--- src/rtl/ffmul_seq_ctrl.sv ---
// rtl/ffmul_seq_ctrl.sv - operand sequencer and result collector for a word-serial systolic GF multiplier
// Streams b MS-word first with a/g one cycle behind, then gathers N product words after LAT cycles.
module ffmul_seq_ctrl #(
  parameter int WEIGHT = 16,
  parameter int N      = 11,
  parameter int LAT    = 24
) (
  input  logic                clk,
  input  logic                rst,
  input  logic                start_valid,
  output logic                start_ready,
  input  logic [WEIGHT*N-1:0] a_op,
  input  logic [WEIGHT*N-1:0] b_op,
  input  logic [WEIGHT*N-1:0] g_op,
  output logic                mul_ctr,
  output logic [WEIGHT-1:0]   mul_ai,
  output logic [WEIGHT-1:0]   mul_bi,
  output logic [WEIGHT-1:0]   mul_gi,
  input  logic [WEIGHT-1:0]   mul_po,
  output logic [WEIGHT*N-1:0] res,
  output logic                res_valid,
  input  logic                res_ready,
  output logic                busy
);
  localparam int W  = WEIGHT * N;
  localparam int CW = $clog2(N + 1);
  localparam logic [CW-1:0] FEED_LAST = CW'(N);
  localparam logic [CW-1:0] COL_LAST  = CW'(N - 1);
  localparam logic [7:0]    WAIT_LAST = 8'(LAT - 1);

  if (LAT < N + 1 || LAT > 255) begin : g_lat_range
    $error("ffmul_seq_ctrl: LAT must lie in N+1..255");
  end

  typedef enum logic [2:0] {IDLE, FEED, WAIT, COLLECT, DONE} state_t;

  state_t         state;
  state_t         state_nxt;
  logic [CW-1:0]  word_cnt;
  logic [7:0]     lat_cnt;
  logic [W-1:0]   a_sh;
  logic [W-1:0]   b_sh;
  logic [W-1:0]   g_sh;

  always_ff @(posedge clk or negedge rst) begin
    if (!rst) state <= IDLE;
    else      state <= state_nxt;
  end

  always_comb begin
    state_nxt = state;
    case (state)
      IDLE:    if (start_valid)           state_nxt = FEED;
      FEED:    if (word_cnt == FEED_LAST) state_nxt = WAIT;
      WAIT:    if (lat_cnt == WAIT_LAST)  state_nxt = COLLECT;
      COLLECT: if (word_cnt == COL_LAST)  state_nxt = DONE;
      DONE:    if (res_ready)             state_nxt = IDLE;
      default:                            state_nxt = IDLE;
    endcase
  end

  // lat_cnt counts from the first mul_ctr=1 feed cycle, so it holds that cycle's index.
  // Operands drain through shift registers; the top word is always the one on the bus.
  always_ff @(posedge clk or negedge rst) begin
    if (!rst) begin
      word_cnt <= '0;
      lat_cnt  <= '0;
      a_sh     <= '0;
      b_sh     <= '0;
      g_sh     <= '0;
      res      <= '0;
    end else begin
      case (state)
        IDLE: begin
          word_cnt <= '0;
          lat_cnt  <= '0;
          if (start_valid) begin
            a_sh <= a_op;
            b_sh <= b_op;
            g_sh <= g_op;
          end
        end
        FEED: begin
          b_sh     <= b_sh << WEIGHT;
          word_cnt <= (word_cnt == FEED_LAST) ? '0 : word_cnt + 1'b1;
          if (word_cnt != '0) begin
            a_sh    <= a_sh << WEIGHT;
            g_sh    <= g_sh << WEIGHT;
            lat_cnt <= lat_cnt + 8'd1;
          end
        end
        WAIT: begin
          lat_cnt  <= lat_cnt + 8'd1;
          word_cnt <= '0;
        end
        COLLECT: begin
          res      <= (res << WEIGHT) | W'(mul_po);
          word_cnt <= word_cnt + 1'b1;
        end
        default: ;
      endcase
    end
  end

  always_comb begin
    start_ready = 1'b0;
    busy        = 1'b1;
    mul_ctr     = 1'b1;
    mul_ai      = '0;
    mul_bi      = '0;
    mul_gi      = '0;
    res_valid   = 1'b0;
    case (state)
      IDLE: begin
        start_ready = 1'b1;
        busy        = 1'b0;
        mul_ctr     = 1'b0;
      end
      FEED: begin
        mul_bi = b_sh[W-1 -: WEIGHT];
        if (word_cnt == '0) begin
          mul_ctr = 1'b0;
        end else begin
          mul_ai = a_sh[W-1 -: WEIGHT];
          mul_gi = g_sh[W-1 -: WEIGHT];
        end
      end
      DONE:    res_valid = 1'b1;
      default: ;
    endcase
  end
endmodule

--- config.mk ---
export PLATFORM = sky130hd
export DESIGN_NAME = ffmul_seq_ctrl
export DESIGN_NICKNAME = d
export VERILOG_FILES = /design/src/rtl/ffmul_seq_ctrl.sv
export SDC_FILE = /design/constraint.sdc
export NUM_CORES = 2
export LEC_CHECK = 0
export BUFFER_PORTS_ARGS = -buffer_cell sky130_fd_sc_hd__buf_2
export CORE_AREA = 8 8 296 298
export CTS_CLUSTER_SIZE = 30
export DETAILED_ROUTE_END_ITERATION = 7
export DIE_AREA = 0 0 304 306
export GPL_ROUTABILITY_DRIVEN = 0
export GPL_TIMING_DRIVEN = 0
export PLACE_DENSITY = 0.72
export SYNTH_ARGS = -nofsm -noshare
export SYNTH_HDL_FRONTEND = slang
export SYNTH_SLANG_ARGS = --single-unit
--- constraint.sdc ---
create_clock -name clk -period 2.4 [get_ports clk]
set_input_delay 0.24 -clock clk [delete_from_list [all_inputs] [get_ports clk]]
set_output_delay 0.24 -clock clk [all_outputs]
set_load 0.005 [all_outputs]
; ---- Yosys cells after proc, flatten, opt, wreduce, memory -nomap -nowiden
; Index checks and enable logic that the tools add are counted.
[word_totals]
reg_bits = 719
input_bits = 548
output_inout_bits = 228
[op_classes]
n_addsub = 2
n_eq_ne = 13
muxes = 28
n_bitwise = 1
n_reduce_logical = 11
[ops]
columns = operator, n
row1 = $pmux 176 s2, 3
row2 = $mux 176, 5
row3 = $or 176x16->176, 1
row4 = $mux 16, 5
row5 = $pmux 8 s3, 1
row6 = $mux 3, 5
row7 = $pmux 3 s5, 1
row8 = $ne 2x2->1 const B, 6
row9 = $pmux 4 s3, 1
row10 = $add 8x1->8 const B, 1
row11 = $eq 4x4->1 const B, 2
row12 = $eq 8x5->1 const B, 1
row13 = $mux 8, 1
row14 = $eq 3x2->1 const B, 2
row15 = $reduce_bool 3->1, 2
row16 = $reduce_and 5->1, 1
row17 = $add 4x1->4 const B, 1
row18 = $logic_not 4->1, 1
row19 = $mux 1, 4
row20 = $mux 4, 1
row21 = $reduce_and 2->1, 2
row22 = $reduce_bool 4->1, 1
row23 = $eq 3x1->1 const B, 1
row24 = $eq 3x3->1 const B, 1
row25 = other kinds (5), 5

; ---- Depth between registers and ports, before layout
[logic_depth]
word_depth = 3
mapped_depth = 11
mapped_depth_nobuf = 6

; ---- Least setup slack after synthesis
; OpenSTA, ideal clock, no wires.
[synth_timing]
kind = register to register
startpoint = register word_cnt[0]
endpoint = register a_sh[16]
setup_ns = 0.074
arrival_time_ns = 1.995
required_time_ns = 2.326
slack_ns = 0.331
path_stages_with_launch = 12
period_less_slack_ns = 2.069
cell_sequence = dfrtp_1 -> inv_1 -> ha_1 -> or3b_1 -> buf_2 -> a21oi_4 -> buf_6 -> buf_8 -> buf_12 -> buf_12 -> nand2_2 -> o21ai_2
[synth_between]
elab_chain_cells = 3
[synth_lines]
columns = element, line
row1 = start: declaration, 39  ; logic [CW-1:0] word_cnt;
row2 = start signal: assignment, 85  ; word_cnt <= (word_cnt == FEED_LAST) ? '0 : word_cnt + 1'b1;
row3 = start signal: assignment, 98  ; word_cnt <= word_cnt + 1'b1;
row4 = $reduce_bool 4->1, 86  ; if (word_cnt != '0) begin
row5 = $ne 2x2->1 (no source line), n/a
row6 = $reduce_and 3->1 (no source line), n/a
row7 = end signal: assignment, 78  ; a_sh <= a_op;
row8 = end signal: assignment, 87  ; a_sh <= a_sh << WEIGHT;
row9 = end: declaration, 41  ; logic [W-1:0] a_sh;
; Every way passes these cells.
; A chain may end at the register's enable or synchronous reset.

; ---- Final worst setup path
[layout_timing]
startpoint = register word_cnt[0]
endpoint = output port mul_gi[2]
[layout_between]
elab_chain_cells = 3
[layout_lines]
columns = element, line
row1 = $logic_not 4->1, 121  ; if (word_cnt == '0) begin
row2 = $mux 16, 121
row3 = $mux 16, 113  ; case (state)
row4 = end: declaration, 18  ; output logic [WEIGHT-1:0] mul_gi,
; Every way passes these cells.

==> summary.txt <==
Run status
  • Status: complete, but fails checks
  • Failing checks: negative setup slack

STA
  • Fin crit share: 106%
  • Final worst slack: -0.138 ns
  • Slew Limit Headroom: 39.7%
  • Final setup violation count: 34
  • Max Slew Vio Count: 0
  • Final Critical Period: 2.54 ns
  • Fmax: 394 MHz
  • Clk_skew: 0.0554 ns
  • RSZ-0062 raised after global routing: true
  • Hold slack: 0.0399 ns
  • Final Hold Viols: 0
  • Worst-Margin Slew: 0.904 ns

Placed design
  • IO Port Bufs: 775
  • Placed cell area: 38,400 um2
  • Dpl hpwl: 89,700 um
  • Dpl ws: -0.934 ns

Synth
  • Top cell type by total area after synthesis: dfrtp_1
  • Post-synth top flop: dfrtp_1
  • Asr flop ratio synth: 100%
  • Post-Syn Area: 32,900 um2
  • Sequential area share after synthesis: 54.6%
  • Seq cells post-synth: 719
  • Cells after synthesis: 2,723
  • Top cells by area, synth: dfrtp_1 55%, mux2i_1 15%, mux2_1 6.0%
  • Yosys warning count: 0
  • Most frequent cell after synthesis: dfrtp_1
  • Cell variety after synth: 49
  • Syn Nets: 3,275
  • Top-area cell type share of the netlist area: 54.6%
  • Post-synth EDFFs: 0
  • Synth Area per Inst: 12.1 um2
  • Top post-synthesis cells by count: 719 x dfrtp_1, 481 x mux2i_1, 286 x nand2_1, 270 x o21ai_1, 210 x o21ai_2

Critical path
  • Critical path endpoint category: output pin
  • CP Data Arrival Time: 2.30 ns
  • Crit path max fanout: 9
  • CP Class: reg -> out
  • Worst path required time: 2.16 ns
  • R2R Setup Slk: -0.01 ns
  • Startpoint Class: flip-flop

Pwr
  • Clock network power share: 17.7%
  • Leakage power: 23.6 nW
  • Pwr dens: 1440 nW/um2
  • PnR Total Power: 69.6 mW
  • Design internal power: 41.0 mW
  • Maximum VDD drop: 865 uV
  • Register share of total power: 31.0%
  • Psw: 28.6 mW
  • Sw Share: 41.1%
  • Combinational share of power: 51.3%

Layout
  • Storage cell area: 18,000 um2
  • Nets: 4,735
  • Final instance area: 48,200 um2
  • # fillers: 6,348
  • Final design utilization: 58.2%
  • Area added between synthesis and finish: 46.5%
  • Layout cells sized above 1: 37.4%
  • Area of the multi-input gates: 13,900 um2

Global routing
  • Tot GR Track Use: 26.6%
  • Largest net degree at the start of global routing: 123
  • Total gr overflow: 0
  • Initial antenna violation count: 16
  • First-pass GRT wire length: 191,000 um
  • Vias in the first global route: 30,500

Drt
  • Via-per-instance ratio: 5.30
  • DR WL/cell: 24.5 um
  • First-pass DRT Iterations: 6
  • DR iter-0 viols: 1,968
  • WL final: 131,000 um
  • ANT nets after route: 0
  • Vias: 28,300
  • Remaining DRCs: 0

Worst hold path
  • HP Class: in -> async

CTS
  • Clock slew at reported path FFs: 0.06 ns
  • Root buf cell: clkbuf_16
  • Clk sink count: 719
  • Cts bufs inserted: 78
  • CTS tree: built
  • Maximum clock insertion buffer count: 3
  • Worst skew pair latency: 0.65 ns
  • H-tree depth: 3

Floorplan
  • Area of the die: 93,000 um2
  • Die Ht: 306 um
  • Ports: 776
  • Die width: 304 um
  • Initial core utilization: 39.7%
  • Core area: 82,900 um2
  • # rows: 106

Run
  • Max cap viols: 0
-- critical path: stages (launching register included) --
cell	delay (ns)
dfrtp_1	0.39
inv_2	0.09
ha_4	0.13
or3b_4	0.38
buf_12	0.17
clkbuf_16	0.17
and3_4	0.20
buf_6	0.11
-- flip-flops by register name, indices dropped and copies added (netlist names) --
| name | count |
|---|---|
| g_sh | 176 |
| state | 3 |
| word_cnt | 4 |
| res | 176 |
| a_sh | 176 |
| lat_cnt | 8 |
| b_sh | 176 |
-- power by group through the flow --
stage / Combinational (mW) / Clock [mW] / Sequential (mW)
5_1_grt: 38.2 / 13.0 / 22.1
3_5_place_dp: 30.5 / 0 / 21.5
3_3_place_gp: 29.9 / 0 / 21.3
4_1_cts: 34.7 / 12.4 / 21.3
6_report: 35.7 / 12.3 / 21.6
2_1_floorplan: 21.5 / 0 / 20.5
-- cell families (layout without fill, tap and decap cells) --
group | count (synthesis) | in the layout | share of synthesized area (%)
adder cells (fa/ha/maj) | 4 | 4 | 0.152
multiplexers | 659 | 659 | 20.7
AO/OA/AOI/OAI | 553 | 553 | 11.5
buffers and inverters | 210 | 1725 | 4.15
AND/OR/NAND/NOR | 575 | 575 | 8.74
other | 0 | 21 | 0
XOR/XNOR | 3 | 3 | 0.0798
flip-flops | 719 | 719 | 54.6
-- final timing paths --
check	from	cells past startpoint	end
worst max-delay path	word_cnt[0]	7	mul_gi[2]
worst min-delay path	rst	6	g_sh[149]
worst max register to register	word_cnt[0]	14	a_sh[47]
worst min register to register	g_sh[172]	2	g_sh[172]
max in group asynchronous	rst	8	a_sh[107]
min in group clk	a_op[144]	3	a_sh[144]
-- repair_timing --
item	in CTS	in global routing
gates resized for setup	162	83
hold buffers	547	5
endpoints found under the setup margin	543	477
pin swaps	21	9
cloned	10	4
setup buffers	31	7
hold endpoints to repair	672	26
-- cell type report --
class,instances,area share (%)
tap,1080,2.80
clock buffer,111,4.63
inverter,7,0.0545
sequential,719,37.3
clock inverter,24,0.794
buffer,200,3.42
antenna,21,0.109
timing repair buffer,1383,22.2
multi-input combinational,1794,28.7
-- metal layers --
metal | share of wire, % | up-vias | routed length, um | GRT usage, %
met5 | 0.040 | - | 53 | 0
met4 | 5.9 | 10 | 7670 | 13.0
met3 | 7.5 | 424 | 9770 | 6.24
met2 | 49 | 1433 | 64100 | 46.4
met1 | 38 | 13900 | 49200 | 30.8
li1 | - | 12500 | - | -
-- placed cells by master, fill, tap and decap left out, types with 6 or more instances in the layout --
master,count
buf_16,20
mux2_1,176
and3_1,10
and3_4,23
a22o_1,50
diode_2,21
mux2i_2,8
buf_2,795
dfrtp_1,717
clkbuf_4,21
o21ai_2,210
nand2_2,200
clkbuf_2,14
nor2_1,8
clkbuf_16,86
nand2_1,286
mux2i_1,468
clkbuf_8,17
nand3_1,6
clkbuf_1,55
o21ai_1,270
clkinv_2,8
buf_6,55
dlygate4sd3_1,545
buf_12,36
and2_4,16
o21ai_0,7
buf_4,39
-- per-stage QoR --
stage                     setup TNS (ns)  instances
after CTS                          -5.63       5305
after detailed placement         -223.41       4585
after global placement                 -       4578
after floorplan                        0       2723
after global routing               -9.03       5324
final                              -3.06       5339
Power figures use the tool's default switching activity.
